## src/rtl/id_ex_stage_if.sv

```systemverilog
// ID/EX stage bus: decode-side inputs, EX-side registered outputs, stall/flush and hazard handshake.
interface id_ex_stage_if #(
  parameter int unsigned DATA_W = 32,
  parameter int unsigned CNT_W  = 16
);
  logic              stall_i;
  logic              flush_i;
  logic              RegDst_i, ALUSrc_i, MemRead_i, MemWrite_i, MemtoReg_i, RegWrite_i;
  logic [1:0]        ALUOp_i;
  logic [DATA_W-1:0] rs_data_i, rt_data_i, imm_i;
  logic [4:0]        rs_addr_i, rt_addr_i, rd_addr_i;

  logic              RegDst_o, ALUSrc_o, MemRead_o, MemWrite_o, MemtoReg_o, RegWrite_o;
  logic [1:0]        ALUOp_o;
  logic [DATA_W-1:0] rs_data_o, rt_data_o, imm_o;
  logic [4:0]        rs_addr_o, rt_addr_o, rd_addr_o;
  logic              valid_o;
  logic              hazard_o;
  logic              pc_write_o;
  logic              ifid_write_o;
  logic [CNT_W-1:0]  bubble_cnt_o;

  modport slave (
    input  stall_i, flush_i,
    input  RegDst_i, ALUSrc_i, MemRead_i, MemWrite_i, MemtoReg_i, RegWrite_i, ALUOp_i,
    input  rs_data_i, rt_data_i, imm_i, rs_addr_i, rt_addr_i, rd_addr_i,
    output RegDst_o, ALUSrc_o, MemRead_o, MemWrite_o, MemtoReg_o, RegWrite_o, ALUOp_o,
    output rs_data_o, rt_data_o, imm_o, rs_addr_o, rt_addr_o, rd_addr_o,
    output valid_o, hazard_o, pc_write_o, ifid_write_o, bubble_cnt_o
  );

  modport master (
    output stall_i, flush_i,
    output RegDst_i, ALUSrc_i, MemRead_i, MemWrite_i, MemtoReg_i, RegWrite_i, ALUOp_i,
    output rs_data_i, rt_data_i, imm_i, rs_addr_i, rt_addr_i, rd_addr_i,
    input  RegDst_o, ALUSrc_o, MemRead_o, MemWrite_o, MemtoReg_o, RegWrite_o, ALUOp_o,
    input  rs_data_o, rt_data_o, imm_o, rs_addr_o, rt_addr_o, rd_addr_o,
    input  valid_o, hazard_o, pc_write_o, ifid_write_o, bubble_cnt_o
  );
endinterface

```

## src/rtl/id_ex_stage.sv

```systemverilog
// ID/EX pipeline register with load-use hazard detection, bubble insertion,
// global stall/flush handling and a saturating bubble counter.
module id_ex_stage #(
  parameter int unsigned DATA_W = 32,
  parameter int unsigned CNT_W  = 16
) (
  input  logic          clk_i,
  input  logic          rst_i,
  id_ex_stage_if.slave  bus
);

  localparam int unsigned AW = 5;

  typedef struct packed {
    logic       reg_dst;
    logic       alu_src;
    logic       mem_read;
    logic       mem_write;
    logic       mem_to_reg;
    logic       reg_write;
    logic [1:0] alu_op;
  } ctrl_t;

  ctrl_t             ctrl_q, ctrl_d, ctrl_in;
  logic [DATA_W-1:0] rs_data_q, rs_data_d, rt_data_q, rt_data_d, imm_q, imm_d;
  logic [AW-1:0]     rs_addr_q, rs_addr_d, rt_addr_q, rt_addr_d, rd_addr_q, rd_addr_d;
  logic              valid_q, valid_d;
  logic [CNT_W-1:0]  cnt_q, cnt_d;
  logic              hazard_c;
  logic              bubble_c;

  assign ctrl_in = '{reg_dst:    bus.RegDst_i,
                     alu_src:    bus.ALUSrc_i,
                     mem_read:   bus.MemRead_i,
                     mem_write:  bus.MemWrite_i,
                     mem_to_reg: bus.MemtoReg_i,
                     reg_write:  bus.RegWrite_i,
                     alu_op:     bus.ALUOp_i};

  // Load in EX whose destination rt is a source of the ID instruction; rt compared for every opcode.
  assign hazard_c = valid_q & ctrl_q.mem_read & (rt_addr_q != AW'(0)) &
                    ((rt_addr_q == bus.rs_addr_i) | (rt_addr_q == bus.rt_addr_i));
  assign bubble_c = bus.flush_i | hazard_c;

  // Stall holds everything; flush/hazard inserts one counted bubble; otherwise load.
  always_comb begin
    ctrl_d    = ctrl_q;
    rs_data_d = rs_data_q;
    rt_data_d = rt_data_q;
    imm_d     = imm_q;
    rs_addr_d = rs_addr_q;
    rt_addr_d = rt_addr_q;
    rd_addr_d = rd_addr_q;
    valid_d   = valid_q;
    cnt_d     = cnt_q;
    if (!bus.stall_i) begin
      rs_data_d = bus.rs_data_i;
      rt_data_d = bus.rt_data_i;
      imm_d     = bus.imm_i;
      rs_addr_d = bus.rs_addr_i;
      rt_addr_d = bus.rt_addr_i;
      rd_addr_d = bus.rd_addr_i;
      if (bubble_c) begin
        ctrl_d  = '0;
        valid_d = 1'b0;
        if (cnt_q != {CNT_W{1'b1}}) cnt_d = cnt_q + CNT_W'(1);
      end else begin
        ctrl_d  = ctrl_in;
        valid_d = 1'b1;
      end
    end
  end

  always_ff @(posedge clk_i or negedge rst_i) begin
    if (!rst_i) begin
      ctrl_q    <= '0;
      rs_data_q <= '0;
      rt_data_q <= '0;
      imm_q     <= '0;
      rs_addr_q <= '0;
      rt_addr_q <= '0;
      rd_addr_q <= '0;
      valid_q   <= 1'b0;
      cnt_q     <= '0;
    end else begin
      ctrl_q    <= ctrl_d;
      rs_data_q <= rs_data_d;
      rt_data_q <= rt_data_d;
      imm_q     <= imm_d;
      rs_addr_q <= rs_addr_d;
      rt_addr_q <= rt_addr_d;
      rd_addr_q <= rd_addr_d;
      valid_q   <= valid_d;
      cnt_q     <= cnt_d;
    end
  end

  assign bus.RegDst_o     = ctrl_q.reg_dst;
  assign bus.ALUSrc_o     = ctrl_q.alu_src;
  assign bus.MemRead_o    = ctrl_q.mem_read;
  assign bus.MemWrite_o   = ctrl_q.mem_write;
  assign bus.MemtoReg_o   = ctrl_q.mem_to_reg;
  assign bus.RegWrite_o   = ctrl_q.reg_write;
  assign bus.ALUOp_o      = ctrl_q.alu_op;
  assign bus.rs_data_o    = rs_data_q;
  assign bus.rt_data_o    = rt_data_q;
  assign bus.imm_o        = imm_q;
  assign bus.rs_addr_o    = rs_addr_q;
  assign bus.rt_addr_o    = rt_addr_q;
  assign bus.rd_addr_o    = rd_addr_q;
  assign bus.valid_o      = valid_q;
  assign bus.bubble_cnt_o = cnt_q;
  assign bus.hazard_o     = hazard_c;
  assign bus.pc_write_o   = ~bus.stall_i & ~hazard_c;
  assign bus.ifid_write_o = ~bus.stall_i & ~hazard_c;

endmodule

```

## src/flat_wrapper.sv

```systemverilog
// flat-port wrapper written by rule: the top's interface ports become plain ports
module id_ex_stage_flat 
#(
  parameter int unsigned DATA_W = 32,
  parameter int unsigned CNT_W  = 16
)
  (clk_i, rst_i, bus_stall_i, bus_flush_i, bus_RegDst_i, bus_ALUSrc_i, bus_MemRead_i, bus_MemWrite_i, bus_MemtoReg_i, bus_RegWrite_i, bus_ALUOp_i, bus_rs_data_i, bus_rt_data_i, bus_imm_i, bus_rs_addr_i, bus_rt_addr_i, bus_rd_addr_i, bus_RegDst_o, bus_ALUSrc_o, bus_MemRead_o, bus_MemWrite_o, bus_MemtoReg_o, bus_RegWrite_o, bus_ALUOp_o, bus_rs_data_o, bus_rt_data_o, bus_imm_o, bus_rs_addr_o, bus_rt_addr_o, bus_rd_addr_o, bus_valid_o, bus_hazard_o, bus_pc_write_o, bus_ifid_write_o, bus_bubble_cnt_o);
  id_ex_stage_if #(.DATA_W(DATA_W), .CNT_W(CNT_W)) bus_i ();
  input  logic clk_i;
  input  logic rst_i;
  input wire logic [$bits(bus_i.stall_i)-1:0] bus_stall_i;
  input wire logic [$bits(bus_i.flush_i)-1:0] bus_flush_i;
  input wire logic [$bits(bus_i.RegDst_i)-1:0] bus_RegDst_i;
  input wire logic [$bits(bus_i.ALUSrc_i)-1:0] bus_ALUSrc_i;
  input wire logic [$bits(bus_i.MemRead_i)-1:0] bus_MemRead_i;
  input wire logic [$bits(bus_i.MemWrite_i)-1:0] bus_MemWrite_i;
  input wire logic [$bits(bus_i.MemtoReg_i)-1:0] bus_MemtoReg_i;
  input wire logic [$bits(bus_i.RegWrite_i)-1:0] bus_RegWrite_i;
  input wire logic [$bits(bus_i.ALUOp_i)-1:0] bus_ALUOp_i;
  input wire logic [$bits(bus_i.rs_data_i)-1:0] bus_rs_data_i;
  input wire logic [$bits(bus_i.rt_data_i)-1:0] bus_rt_data_i;
  input wire logic [$bits(bus_i.imm_i)-1:0] bus_imm_i;
  input wire logic [$bits(bus_i.rs_addr_i)-1:0] bus_rs_addr_i;
  input wire logic [$bits(bus_i.rt_addr_i)-1:0] bus_rt_addr_i;
  input wire logic [$bits(bus_i.rd_addr_i)-1:0] bus_rd_addr_i;
  output wire logic [$bits(bus_i.RegDst_o)-1:0] bus_RegDst_o;
  output wire logic [$bits(bus_i.ALUSrc_o)-1:0] bus_ALUSrc_o;
  output wire logic [$bits(bus_i.MemRead_o)-1:0] bus_MemRead_o;
  output wire logic [$bits(bus_i.MemWrite_o)-1:0] bus_MemWrite_o;
  output wire logic [$bits(bus_i.MemtoReg_o)-1:0] bus_MemtoReg_o;
  output wire logic [$bits(bus_i.RegWrite_o)-1:0] bus_RegWrite_o;
  output wire logic [$bits(bus_i.ALUOp_o)-1:0] bus_ALUOp_o;
  output wire logic [$bits(bus_i.rs_data_o)-1:0] bus_rs_data_o;
  output wire logic [$bits(bus_i.rt_data_o)-1:0] bus_rt_data_o;
  output wire logic [$bits(bus_i.imm_o)-1:0] bus_imm_o;
  output wire logic [$bits(bus_i.rs_addr_o)-1:0] bus_rs_addr_o;
  output wire logic [$bits(bus_i.rt_addr_o)-1:0] bus_rt_addr_o;
  output wire logic [$bits(bus_i.rd_addr_o)-1:0] bus_rd_addr_o;
  output wire logic [$bits(bus_i.valid_o)-1:0] bus_valid_o;
  output wire logic [$bits(bus_i.hazard_o)-1:0] bus_hazard_o;
  output wire logic [$bits(bus_i.pc_write_o)-1:0] bus_pc_write_o;
  output wire logic [$bits(bus_i.ifid_write_o)-1:0] bus_ifid_write_o;
  output wire logic [$bits(bus_i.bubble_cnt_o)-1:0] bus_bubble_cnt_o;
  assign bus_i.stall_i = bus_stall_i;
  assign bus_i.flush_i = bus_flush_i;
  assign bus_i.RegDst_i = bus_RegDst_i;
  assign bus_i.ALUSrc_i = bus_ALUSrc_i;
  assign bus_i.MemRead_i = bus_MemRead_i;
  assign bus_i.MemWrite_i = bus_MemWrite_i;
  assign bus_i.MemtoReg_i = bus_MemtoReg_i;
  assign bus_i.RegWrite_i = bus_RegWrite_i;
  assign bus_i.ALUOp_i = bus_ALUOp_i;
  assign bus_i.rs_data_i = bus_rs_data_i;
  assign bus_i.rt_data_i = bus_rt_data_i;
  assign bus_i.imm_i = bus_imm_i;
  assign bus_i.rs_addr_i = bus_rs_addr_i;
  assign bus_i.rt_addr_i = bus_rt_addr_i;
  assign bus_i.rd_addr_i = bus_rd_addr_i;
  assign bus_RegDst_o = bus_i.RegDst_o;
  assign bus_ALUSrc_o = bus_i.ALUSrc_o;
  assign bus_MemRead_o = bus_i.MemRead_o;
  assign bus_MemWrite_o = bus_i.MemWrite_o;
  assign bus_MemtoReg_o = bus_i.MemtoReg_o;
  assign bus_RegWrite_o = bus_i.RegWrite_o;
  assign bus_ALUOp_o = bus_i.ALUOp_o;
  assign bus_rs_data_o = bus_i.rs_data_o;
  assign bus_rt_data_o = bus_i.rt_data_o;
  assign bus_imm_o = bus_i.imm_o;
  assign bus_rs_addr_o = bus_i.rs_addr_o;
  assign bus_rt_addr_o = bus_i.rt_addr_o;
  assign bus_rd_addr_o = bus_i.rd_addr_o;
  assign bus_valid_o = bus_i.valid_o;
  assign bus_hazard_o = bus_i.hazard_o;
  assign bus_pc_write_o = bus_i.pc_write_o;
  assign bus_ifid_write_o = bus_i.ifid_write_o;
  assign bus_bubble_cnt_o = bus_i.bubble_cnt_o;
  id_ex_stage #(.DATA_W(DATA_W), .CNT_W(CNT_W)) u_core (.clk_i(clk_i), .rst_i(rst_i), .bus(bus_i));
endmodule
```

## config.mk

```make
export PLATFORM = sky130hd
export DESIGN_NAME = id_ex_stage_flat
export DESIGN_NICKNAME = d
export VERILOG_FILES = /design/src/rtl/id_ex_stage_if.sv /design/src/rtl/id_ex_stage.sv /design/src/flat_wrapper.sv
export SDC_FILE = /design/constraint.sdc
export NUM_CORES = 1
export LEC_CHECK = 0
export ABC_AREA = 1
export BUFFER_PORTS_ARGS = -buffer_cell sky130_fd_sc_hd__buf_2
export CAP_MARGIN = 40
export CORE_ASPECT_RATIO = 0.5
export CORE_MARGIN = 2
export CORE_UTILIZATION = 40
export DETAILED_ROUTE_END_ITERATION = 10
export MAX_ROUTING_LAYER = met4
export PLACE_DENSITY = 0.7
export SLEW_MARGIN = 20
export SYNTH_ARGS = -nofsm -noshare
export SYNTH_HDL_FRONTEND = slang
export SYNTH_SLANG_ARGS = --single-unit
```

## constraint.sdc

```tcl
create_clock -name clk_i -period 3.45 [get_ports clk_i]
set_input_delay 0.1725 -clock clk_i [delete_from_list [all_inputs] [get_ports clk_i]]
set_output_delay 0.1725 -clock clk_i [all_outputs]
set_load 0.02 [all_outputs]
```

==> results of run 1 <==
## where the power goes
| part | leakage, nW | total (W) | internal [W] | switching [W] |
|---|---|---|---|---|
| logic | 3.05 | 0.000829 | 0.000326 | 0.000503 |
| clock network | 0.273 | 0.00173 | 0.00106 | 0.000673 |
| registers | 1.69 | 0.00184 | 0.00174 | 0.0000944 |
| total | 5.01 | 0.00440 | 0.00313 | 0.00127 |
## metrics by stage
| step | util [%] | std cells | hold WS, ns | setup slack, ns | power [W] |
|---|---|---|---|---|---|
| 4_1_cts | 63.73 | 1243 | 0.001712 | 1.440 | 0.004433 |
| 6_report | 63.93 | 1244 | 0.01700 | 1.456 | 0.004396 |
| 3_3_place_gp | 52.19 | 1109 | 0.3024 | 1.607 | 0.002577 |
| 3_5_place_dp | 52.19 | 1109 | 0.3086 | 1.550 | 0.002591 |
| 5_1_grt | 63.93 | 1244 | 0.02438 | 1.245 | 0.004612 |
| 2_1_floorplan | - | 682 | -0.1231 | 1.568 | 0.002271 |
## layout by cell type, fill, tap and decap left out
cell / n
sky130_fd_sc_hd__nand2_1: 389
sky130_fd_sc_hd__buf_2: 259
sky130_fd_sc_hd__dfrtp_1: 136
sky130_fd_sc_hd__dlygate4sd3_1: 103
sky130_fd_sc_hd__nand3_1: 24
sky130_fd_sc_hd__inv_1: 22
sky130_fd_sc_hd__nor2_1: 17
sky130_fd_sc_hd__clkbuf_16: 17
sky130_fd_sc_hd__nand2_2: 11
sky130_fd_sc_hd__nand4_1: 11
sky130_fd_sc_hd__o21ai_0: 10
sky130_fd_sc_hd__xor2_1: 10
sky130_fd_sc_hd__nor3_1: 5
sky130_fd_sc_hd__clkinv_2: 5
sky130_fd_sc_hd__xnor2_1: 4
sky130_fd_sc_hd__clkinv_4: 4
sky130_fd_sc_hd__buf_4: 4
sky130_fd_sc_hd__inv_2: 3
sky130_fd_sc_hd__nand2_8: 2
sky130_fd_sc_hd__clkbuf_1: 2
sky130_fd_sc_hd__bufinv_16: 2
sky130_fd_sc_hd__clkinvlp_4: 2
sky130_fd_sc_hd__nand2_4: 1
sky130_fd_sc_hd__clkinv_1: 1
sky130_fd_sc_hd__nand3b_4: 1
sky130_fd_sc_hd__nor2_4: 1
sky130_fd_sc_hd__nor3_2: 1
sky130_fd_sc_hd__a31oi_4: 1
sky130_fd_sc_hd__ha_1: 1
sky130_fd_sc_hd__buf_6: 1
sky130_fd_sc_hd__buf_16: 1
sky130_fd_sc_hd__buf_12: 1
## area by class of cell
| class | instances | area share [%] |
|---|---|---|
| inverters | 27 | 1.162 |
| repair buffers | 369 | 27.36 |
| multi-input cells | 489 | 23.85 |
| well taps | 192 | 2.720 |
| clock inverters | 12 | 1.474 |
| flip-flops and latches | 136 | 38.54 |
| clock buffers | 19 | 4.902 |
## what timing repair did
item                      4_1_cts  5_1_grt
buffers inserted                0        0
hold buffers                  103        0
hold endpoints to repair      190        0
## path summary, 6_finish.rpt
path / from / to / cells past startpoint
setup / recovery: u_core.bus.rt_addr_o[2] / bus_pc_write_o / 8
hold / removal: bus_rt_addr_i[0] / u_core.bus.rt_addr_o[0] / 3
setup reg to reg: u_core.bus.bubble_cnt_o[0] / u_core.bus.bubble_cnt_o[2] / 9
hold reg to reg: u_core.bus.rs_data_o[29] / u_core.bus.rs_data_o[29] / 2
max in group asynchronous: rst_i / u_core.bus.rt_data_o[17] / 4
min in group asynchronous: rst_i / u_core.bus.bubble_cnt_o[5] / 2
## tightest hold or removal path: stages
cell and delay (ns):
sky130_fd_sc_hd__buf_2 0.10, sky130_fd_sc_hd__nand2_1 0.05, sky130_fd_sc_hd__o21ai_0 0.06
## sequential cells by signal, summed over array words and instances, names as in the netlist, 2 cells and up
name                     count
u_core.bus.rs_data_o        32
u_core.bus.rs_addr_o         5
u_core.bus.rd_addr_o         5
u_core.bus.imm_o            32
u_core.bus.bubble_cnt_o     16
u_core.bus.rt_data_o        32
u_core.bus.ALUOp_o           2
u_core.bus.rt_addr_o         5
## metal layers
layer	wire length (µm)	global-route usage, %	up-vias
li1	-	-	2811
met1	7071	25.83	2676
met2	9084	40.25	128
met3	553	3.823	37
met4	391	9.091	0
met5	0	-	-
## kinds of logic (layout without fill, tap and decap cells)
group | count (synthesis) | in the layout | synth area share [%]
xor+xnor | 14 | 14 | 2.130
compound gates | 11 | 11 | 1.239
fa+ha+maj | 1 | 1 | 0.2174
simple gates | 463 | 463 | 33.00
flops | 136 | 136 | 59.13
buf+inv | 57 | 427 | 4.283
==> out/qor.yml, run 1 <==
yosys:
  mapped_area_um2: 5756
  synth_warnings: 0
  async_s_r_ff_share_synth_pct: 100.0
  seq_area_frac_synth_pct: 59.13
  synth_top_area_cell: "sky130_fd_sc_hd__dfrtp_1"
  synth.distinct_cells: 25
  post_synth_most_frequent_cells: "sky130_fd_sc_hd__nand2_1, sky130_fd_sc_hd__dfrtp_1, sky130_fd_sc_hd__nand3_1, sky130_fd_sc_hd__inv_1, sky130_fd_sc_hd__clkbuf_1"
  syn_area_per_cell_um2: 8.439
  post_synth_main_area_contributors: "sky130_fd_sc_hd__dfrtp_1, sky130_fd_sc_hd__nand2_1, sky130_fd_sc_hd__nand3_1, sky130_fd_sc_hd__xor2_1, sky130_fd_sc_hd__inv_1"
  synthesis.instances: 682
  number_of_enable_type_register_cells_in_the_synthesized_netlist: 0
  synth_top_area_share_pct: 59.13
  synthesis.nets: 806
  ys_ff_latch: 136
  post-synth-top-count-cell: "sky130_fd_sc_hd__nand2_1"
  synthFlopType: "sky130_fd_sc_hd__dfrtp_1"
clock_network:
  clockRootBuffer: "sky130_fd_sc_hd__clkbuf_16"
  clock_sinks: 136
  cts-buffers-inserted: 17
  clock_tree_from_tritoncts: "done"
  clock_path_buffers: 2
  clk_pin_slew_ns: 0.06
  cts-htree-levels: 4
  clk_latency_ns: 0.40
  cts-resized-gates: 0
detailed_routing:
  drc: 0
  detailedRoute.firstPassIterationCount: 5
  first_iter_violations: 296
  detailroute.via_count: 5652
  final_antenna_net_count: 0
  drt-wirelength-per-cell_um: 13.75
  postRouteWirelength_um: 17100
  post_drt_via_cell_ratio: 4.543
power:
  irDropWorstVdd_mv: 0.4206
  static-leakage-power_nw: 5.013
  p_per_cell_area_nw_per_um2: 497.8
final_layout:
  flow.area_growth_from_synthesis_pct: 53.43
  final_cell_area_um2: 8831
  multi_input_logic_area_um2: 2106
  finalNetCount: 1164
  seqCellArea_um2: 3403
  insertedDiodeCount: 0
  nFillCells: 1144
  drive_gt1_share_pct: 30.13
floorplan:
  core-area_um2: 13810
  floorplan.initialDensity_pct: 41.67
  die_width_um: 173.6
  die_height_um: 88.82
  std_cell_rows: 30
  die_area_um2: 15420
  top_level_ports: 262
global_routing:
  pin_count_of_the_biggest_net_entering_global_routing: 90
  grt_first_pass_wirelength_um: 26620
  grt_util_all_layers_pct: 22.49
  first_global_vias: 5466
  global_route.overflow_total: 0
  antenna_found_initial: 0
sta:
  finalHoldViolations: 0
  normalized_max_slew_margin_pct: 48.83
  final_slew_violations: 0
  final_min_period_over_clock_period_pct: 57.78
  final.setup_skew_ns: 0.007488
  setup_viol: 0
  period_minus_slack_ns: 1.994
  fmax_mhz: 501.6
  worst_pin_slew_ns: 0.7676
  fin_tns_setup_ns: 0
  rsz0062_at_grt: "false"
placement:
  postPlaceCellArea_um2: 7209
  dp.final_hpwl_um: 10640
  port_buffers: 261
  finalWeightedCongestion: 0.8475
critical_path:
  critical-path-slowest-cell: "sky130_fd_sc_hd__dfrtp_1"
  critical_path.max_stage_delay_ns: 0.45
  critical_path_required_ns: 3.28
  timing.reg2reg.setup_slack_ns: 1.53
  cp_cell_sequence: "nor3_1, nand3_1, nand3_1, inv_1, nand2_4, inv_1, nor2_1, buf_2"
  worst-path-max-fanout: 10
  path_buf_inv: 3
  worst_path_dominant_cell_family: "simple AND/OR/NAND/NOR gates"
  crit_path_end_kind: "output port"
  arrival_ns: 1.82
  worstSetupStartpointType: "flip-flop"
  critPathKind: "flip-flop to output port"
status:
  status: "complete, no violations"
flow_run:
  maximum_capacitance_violations: 0
worst_hold_path:
  timing.hold.worst.class: "primary input to flip-flop"
(Power assumes the default switching activity.)
==> run 2, diff against run 1 <==
Clock period 3.45 ns to 2.1 ns, I/O delays scaled along.
==> run 2 against run 1 <==
Global-route usage is 0.95 points higher. Sequential cell count is the same. Setup slack lost 1.3 ns. Total power rose by 68%. Core utilization increased by 1.8 points.
==> out/qor.yml, run 2 (synthesis gave the netlist of run 1 again) <==
global_routing:
  pin_count_of_the_biggest_net_entering_global_routing: 96
  grt_first_pass_wirelength_um: 27550
  antenna_found_initial: 0
  grt_most_used_layer: "met2"
  global_route.usage.met3_pct: 3.737
  grt.met2_usage_pct: 42.00
  global_route.overflow_total: 0
  groute.layer.met1.usage_pct: 26.26
  grt_util_all_layers_pct: 23.44
  first_global_vias: 5674
critical_path:
  worst-path-max-fanout: 10
  crit_start: "u_core.bus.rt_addr_o[2]"
  crit_path_end_kind: "output port"
  worstSetupStartpointType: "flip-flop"
  critical_path.reg2reg.startpoint: "u_core.bus.bubble_cnt_o[0]"
  critPathKind: "flip-flop to output port"
  arrival_ns: 1.84
  critical_path_required_ns: 2.00
floorplan:
  std_cell_rows: 30
  die_height_um: 88.82
  top_level_ports: 262
  core-area_um2: 13810
  floorplan.initialDensity_pct: 41.67
  die_area_um2: 15420
  die_width_um: 173.6
power:
  power_switching_w: 0.002204
  switching_share_pct: 29.76
  p_per_cell_area_nw_per_um2: 815.8
  irDropWorstVdd_mv: 0.4665
  pwr-share-clk_pct: 40.3
  internal-power_w: 0.005202
  power.share.combinational_pct: 19.0
  share_of_total_power_in_sequential_cells_pct: 40.7
  static-leakage-power_nw: 5.118
sta:
  setup_viol: 0
  final.setup_skew_ns: 0.01128
  final_min_period_over_clock_period_pct: 92.48
  normalized_max_slew_margin_pct: 61.20
  finalHoldViolations: 0
  rsz0062_at_grt: "false"
  final_slew_violations: 0
  fin_tns_setup_ns: 0
  period_minus_slack_ns: 1.942
  fmax_mhz: 514.9
  worst_pin_slew_ns: 0.5819
  worst_hold_slack_ns: 0.1725
final_layout:
  final_cell_mix: "sky130_fd_sc_hd__nand2_1, sky130_fd_sc_hd__buf_2, sky130_fd_sc_hd__dfrtp_1, sky130_fd_sc_hd__dlygate4sd3_1, sky130_fd_sc_hd__nand3_1"
  insertedDiodeCount: 0
  final_common_cell: "sky130_fd_sc_hd__nand2_1"
  drive_gt1_share_pct: 30.07
  seqCellArea_um2: 3403
  finalNetCount: 1185
  multi_input_logic_area_um2: 2106
  postLayoutCoreUtil_pct: 65.72
  nFillCells: 1140
  flow.area_growth_from_synthesis_pct: 57.74
placement:
  port_buffers: 261
  finalWeightedCongestion: 0.8311
  dp.final_hpwl_um: 10940
clock_network:
  clock_sinks: 136
  clockRootBuffer: "sky130_fd_sc_hd__clkbuf_16"
  cts_hold_buffers: 120
  cts-buffers-inserted: 17
  cts-resized-gates: 0
  post-cts-setup-buffers: 0
  clk_pin_slew_ns: 0.07
  clock_path_buffers: 2
  clock_tree_from_tritoncts: "done"
  cts-htree-levels: 4
  clk_latency_ns: 0.41
detailed_routing:
  final_antenna_net_count: 0
  first_iter_violations: 274
  postRouteWirelength_um: 17530
  detailedRoute.firstPassIterationCount: 4
  drc: 0
  drt-wirelength-per-cell_um: 13.85
  post_drt_via_cell_ratio: 4.545
  detailroute.via_count: 5754
status:
  status: "complete, no violations"
worst_hold_path:
  min_from: "bus_stall_i"
  timing.hold.worst.class: "primary input to flip-flop"
flow_run:
  maximum_capacitance_violations: 0
-- run 2: cell count changes in the layout (fill, tap and decap cells not counted), sizes merged --
cell / previous run / this run
buf: 266 / 270
clkbuf: 19 / 18
clkinv: 10 / 5
clkinvlp: 2 / 3
dlygate4sd3: 103 / 120
inv: 25 / 31
-- run 2: path summary, 6_finish.rpt --
check	endpoint	slack, ns	cells after the start
min in group asynchronous	u_core.bus.bubble_cnt_o[3]	0.24	2
max in group asynchronous	u_core.bus.rs_data_o[18]	1.23	3
min	u_core.bus.rd_addr_o[0]	0.17	3
max reg2reg	u_core.bus.bubble_cnt_o[6]	0.25	9
min reg2reg	u_core.bus.imm_o[3]	0.47	2
max	bus_pc_write_o	0.16	8
-- run 2: power groups by stage --
stage                     Sequential (W)  Combinational (W)  Clock, W
after floorplan                  0.00335           0.000378         0
after global placement           0.00304            0.00120         0
after detailed placement         0.00306            0.00122         0
after CTS                        0.00301            0.00140   0.00307
after global routing             0.00304            0.00153   0.00318
final                            0.00301            0.00140   0.00299
-- run 2: layer usage --
layer  vias up  routed length (µm)
met4         0                 504
met2       179                9293
met5         -                   0
li1       2850                   -
met3        47                 713
met1      2678                7020
-- run 2: worst max-delay path: stages, from the launching register on --
cell and delay (ns):
sky130_fd_sc_hd__dfrtp_1 0.45, sky130_fd_sc_hd__nor3_1 0.20, sky130_fd_sc_hd__nand3_1 0.11, sky130_fd_sc_hd__nand3_1 0.08
sky130_fd_sc_hd__inv_1 0.06, sky130_fd_sc_hd__nand2_4 0.14, sky130_fd_sc_hd__inv_1 0.08, sky130_fd_sc_hd__nor2_1 0.12
sky130_fd_sc_hd__buf_2 0.19
-- run 2: final cells by class --
class,count,area share (%)
Multi-Input combinational cell,489,23.19
Inverter,27,1.130
Clock buffer,18,4.727
Clock inverter,14,1.805
Sequential cell,136,37.49
Tap cell,192,2.646
Timing Repair Buffer,390,29.01
-- run 2: stage by stage --
stage / power (W) / setup slack [ns] / cells / cell area, µm²
floorplan: 0.003730 / 0.2855 / 682 / 5756
global placement: 0.004244 / 0.3390 / 1114 / 7284
detailed placement: 0.004275 / 0.2635 / 1114 / 7284
CTS: 0.007479 / 0.1792 / 1266 / 9079
global route: 0.007749 / 0.0006068 / 1266 / 9079
finish: 0.007406 / 0.1579 / 1266 / 9079
==> run 3, diff against run 2 <==
Settings changed: CELL_PAD_IN_SITES_DETAIL_PLACEMENT set to 0, CELL_PAD_IN_SITES_GLOBAL_PLACEMENT set to 1, CORE_UTILIZATION 40 to 33, PLACE_DENSITY 0.7 to unset, PLACE_DENSITY_LB_ADDON set to 0.1.
==> run 3 against run 2 <==
Non-clock buffer count up 1. Worst hold slack lost 0.047 ns. Sequential cell count unchanged.
==> out/qor.yml, run 3 (synthesis gave the netlist of run 1 again) <==
status:
  status: "complete, no violations"
power:
  switching_share_pct: 29.17
  power_switching_w: 0.002196
  pwr-share-clk_pct: 41.5
  static-leakage-power_nw: 5.129
  internal-power_w: 0.005333
  irDropWorstVdd_mv: 0.6021
  p_per_cell_area_nw_per_um2: 824.1
  share_of_total_power_in_sequential_cells_pct: 40.0
  power.share.combinational_pct: 18.5
clock_network:
  clk_pin_slew_ns: 0.07
  cts-buffers-inserted: 17
  clock_tree_from_tritoncts: "done"
  post-cts-setup-buffers: 0
  clockRootBuffer: "sky130_fd_sc_hd__clkbuf_16"
  cts-htree-levels: 4
  clock_sinks: 136
  clock_path_buffers: 2
  clk_latency_ns: 0.41
global_routing:
  grt_util_all_layers_pct: 20.39
  grt_first_pass_wirelength_um: 29170
  first_global_vias: 5731
  antenna_found_initial: 0
  global_route.overflow_total: 0
  pin_count_of_the_biggest_net_entering_global_routing: 65
floorplan:
  floorplan.initialDensity_pct: 33.41
  top_level_ports: 262
  core-area_um2: 17230
  std_cell_rows: 34
  die_area_um2: 18580
  die_width_um: 190.8
  die_height_um: 97.39
critical_path:
  critical_path_required_ns: 2.00
  critical-path-slowest-cell: "sky130_fd_sc_hd__dfrtp_1"
  cp_cell_sequence: "nor3_2, nand3_1, nand3_1, inv_1, nand2_4, inv_1, nor2_1, buf_2"
  crit_path_end_kind: "output port"
  r2r_end: "u_core.bus.bubble_cnt_o[14]"
  crit_start: "u_core.bus.rt_addr_o[2]"
  worst-path-max-fanout: 10
  timing.reg2reg.setup_slack_ns: 0.34
  worstSetupStartpointType: "flip-flop"
  r2r.worst_path.cells: 9
  critical_path.reg2reg.startpoint: "u_core.bus.bubble_cnt_o[0]"
  critical_path.max_stage_delay_ns: 0.47
  critPathKind: "flip-flop to output port"
  cp-endpoint: "bus_ifid_write_o"
  arrival_ns: 1.84
sta:
  final.setup_skew_ns: 0.01414
  post-route-worst-setup-slack_ns: 0.1518
  fmax_mhz: 513.3
  final_min_period_over_clock_period_pct: 92.77
  setup_viol: 0
  fin_tns_setup_ns: 0
  final_slew_violations: 0
  normalized_max_slew_margin_pct: 62.06
  period_minus_slack_ns: 1.948
  finalHoldViolations: 0
  rsz0062_at_grt: "false"
  worst_pin_slew_ns: 0.5690
detailed_routing:
  detailroute.wirelength.met3_um: 837
  drt-wirelength-per-cell_um: 13.68
  drc: 0
  detailedRoute.firstPassIterationCount: 4
  detailroute.via_count: 5673
  post_drt_via_cell_ratio: 4.334
  routedLengthMet1_um: 8340
  final_antenna_net_count: 0
  first_iter_violations: 238
  postRouteWirelength_um: 17910
  top_signal_layer_used: "met4"
  met2_wirelength_um: 8529
final_layout:
  seqCellArea_um2: 3403
  nFillCells: 1680
  finalNetCount: 1186
  insertedDiodeCount: 0
  final_common_cell: "sky130_fd_sc_hd__nand2_1"
  final_cell_mix: "sky130_fd_sc_hd__nand2_1, sky130_fd_sc_hd__buf_2, sky130_fd_sc_hd__dfrtp_1, sky130_fd_sc_hd__dlygate4sd3_1, sky130_fd_sc_hd__nand3_1"
  final_cell_area_um2: 9136
  drive_gt1_share_pct: 30.23
  flow.area_growth_from_synthesis_pct: 58.74
  multi_input_logic_area_um2: 2111
  post_layout_nonfiller_instances: 1309
placement:
  place_ws_ns: 0.3697
  dp.final_hpwl_um: 11980
  place_inst: 1157
  finalWeightedCongestion: 0.8280
  port_buffers: 261
  postPlaceCellArea_um2: 7320
flow_run:
  maximum_capacitance_violations: 0
worst_hold_path:
  timing.hold.worst.class: "primary input to flip-flop"
==> run 3: power by group through the flow <==
| stage | clock network, W | logic (W) | registers, W |
|---|---|---|---|
| floorplan | 0 | 0.000378 | 0.00335 |
| global placement | 0 | 0.00122 | 0.00305 |
| detailed placement | 0 | 0.00123 | 0.00305 |
| CTS | 0.00323 | 0.00141 | 0.00301 |
| global route | 0.00335 | 0.00153 | 0.00304 |
| finish | 0.00313 | 0.00139 | 0.00301 |
==> run 3: worst min path at each step <==
stage                      startpoint                     to  slack [ns]  depth (start not counted)
final                     bus_stall_i   u_core.bus.imm_o[13]        0.13                          3
after detailed placement        rst_i   u_core.bus.imm_o[14]        0.09                          1
after global routing      bus_stall_i   u_core.bus.imm_o[18]        0.13                          3
after CTS                 bus_stall_i   u_core.bus.imm_o[18]        0.11                          3
after global placement          rst_i   u_core.bus.imm_o[14]        0.09                          1
after floorplan                 rst_i  u_core.bus.ALUOp_o[0]       -0.19                          0
==> run 3: final cells by class <==
type / count / area share, %
Clock buffer: 19 / 4.848
Sequential cell: 136 / 37.25
Timing Repair Buffer: 391 / 28.64
Tap cell: 234 / 3.205
Clock inverter: 13 / 1.835
Inverter: 27 / 1.123
Multi-Input combinational cell: 489 / 23.10
==> run 3: repair_timing <==
item / 4_1_cts / 5_1_grt
hold endpoints to repair: 167 / 0
endpoints found under the setup margin: 0 / 2
hold buffers: 120 / 0
resized for setup: 0 / 1
==> run 3: critical path, delay by kind of cell (launching register included) <==
family        cells  cell delay [ns]
simple gates      5             0.63
buf+inv           3             0.33
flops             1             0.47
==> run 3: per-layer routing <==
| layer | GRT usage [%] | vias up |
|---|---|---|
| met2 | 33.50 | 148 |
| met3 | 3.611 | 18 |
| met1 | 26.08 | 2661 |
| met4 | 5.426 | 0 |
| met5 | - | - |
| li1 | - | 2846 |
==> run 3: per-stage QoR <==
stage	hold WS, ns	total power, W	utilization, %
6_report	0.1256	0.007529	53.03
5_1_grt	0.1252	0.007924	53.03
4_1_cts	0.1119	0.007650	53.00
3_5_place_dp	0.08892	0.004282	42.48
3_3_place_gp	0.08922	0.004268	42.48
2_1_floorplan	-0.1906	0.003730	-
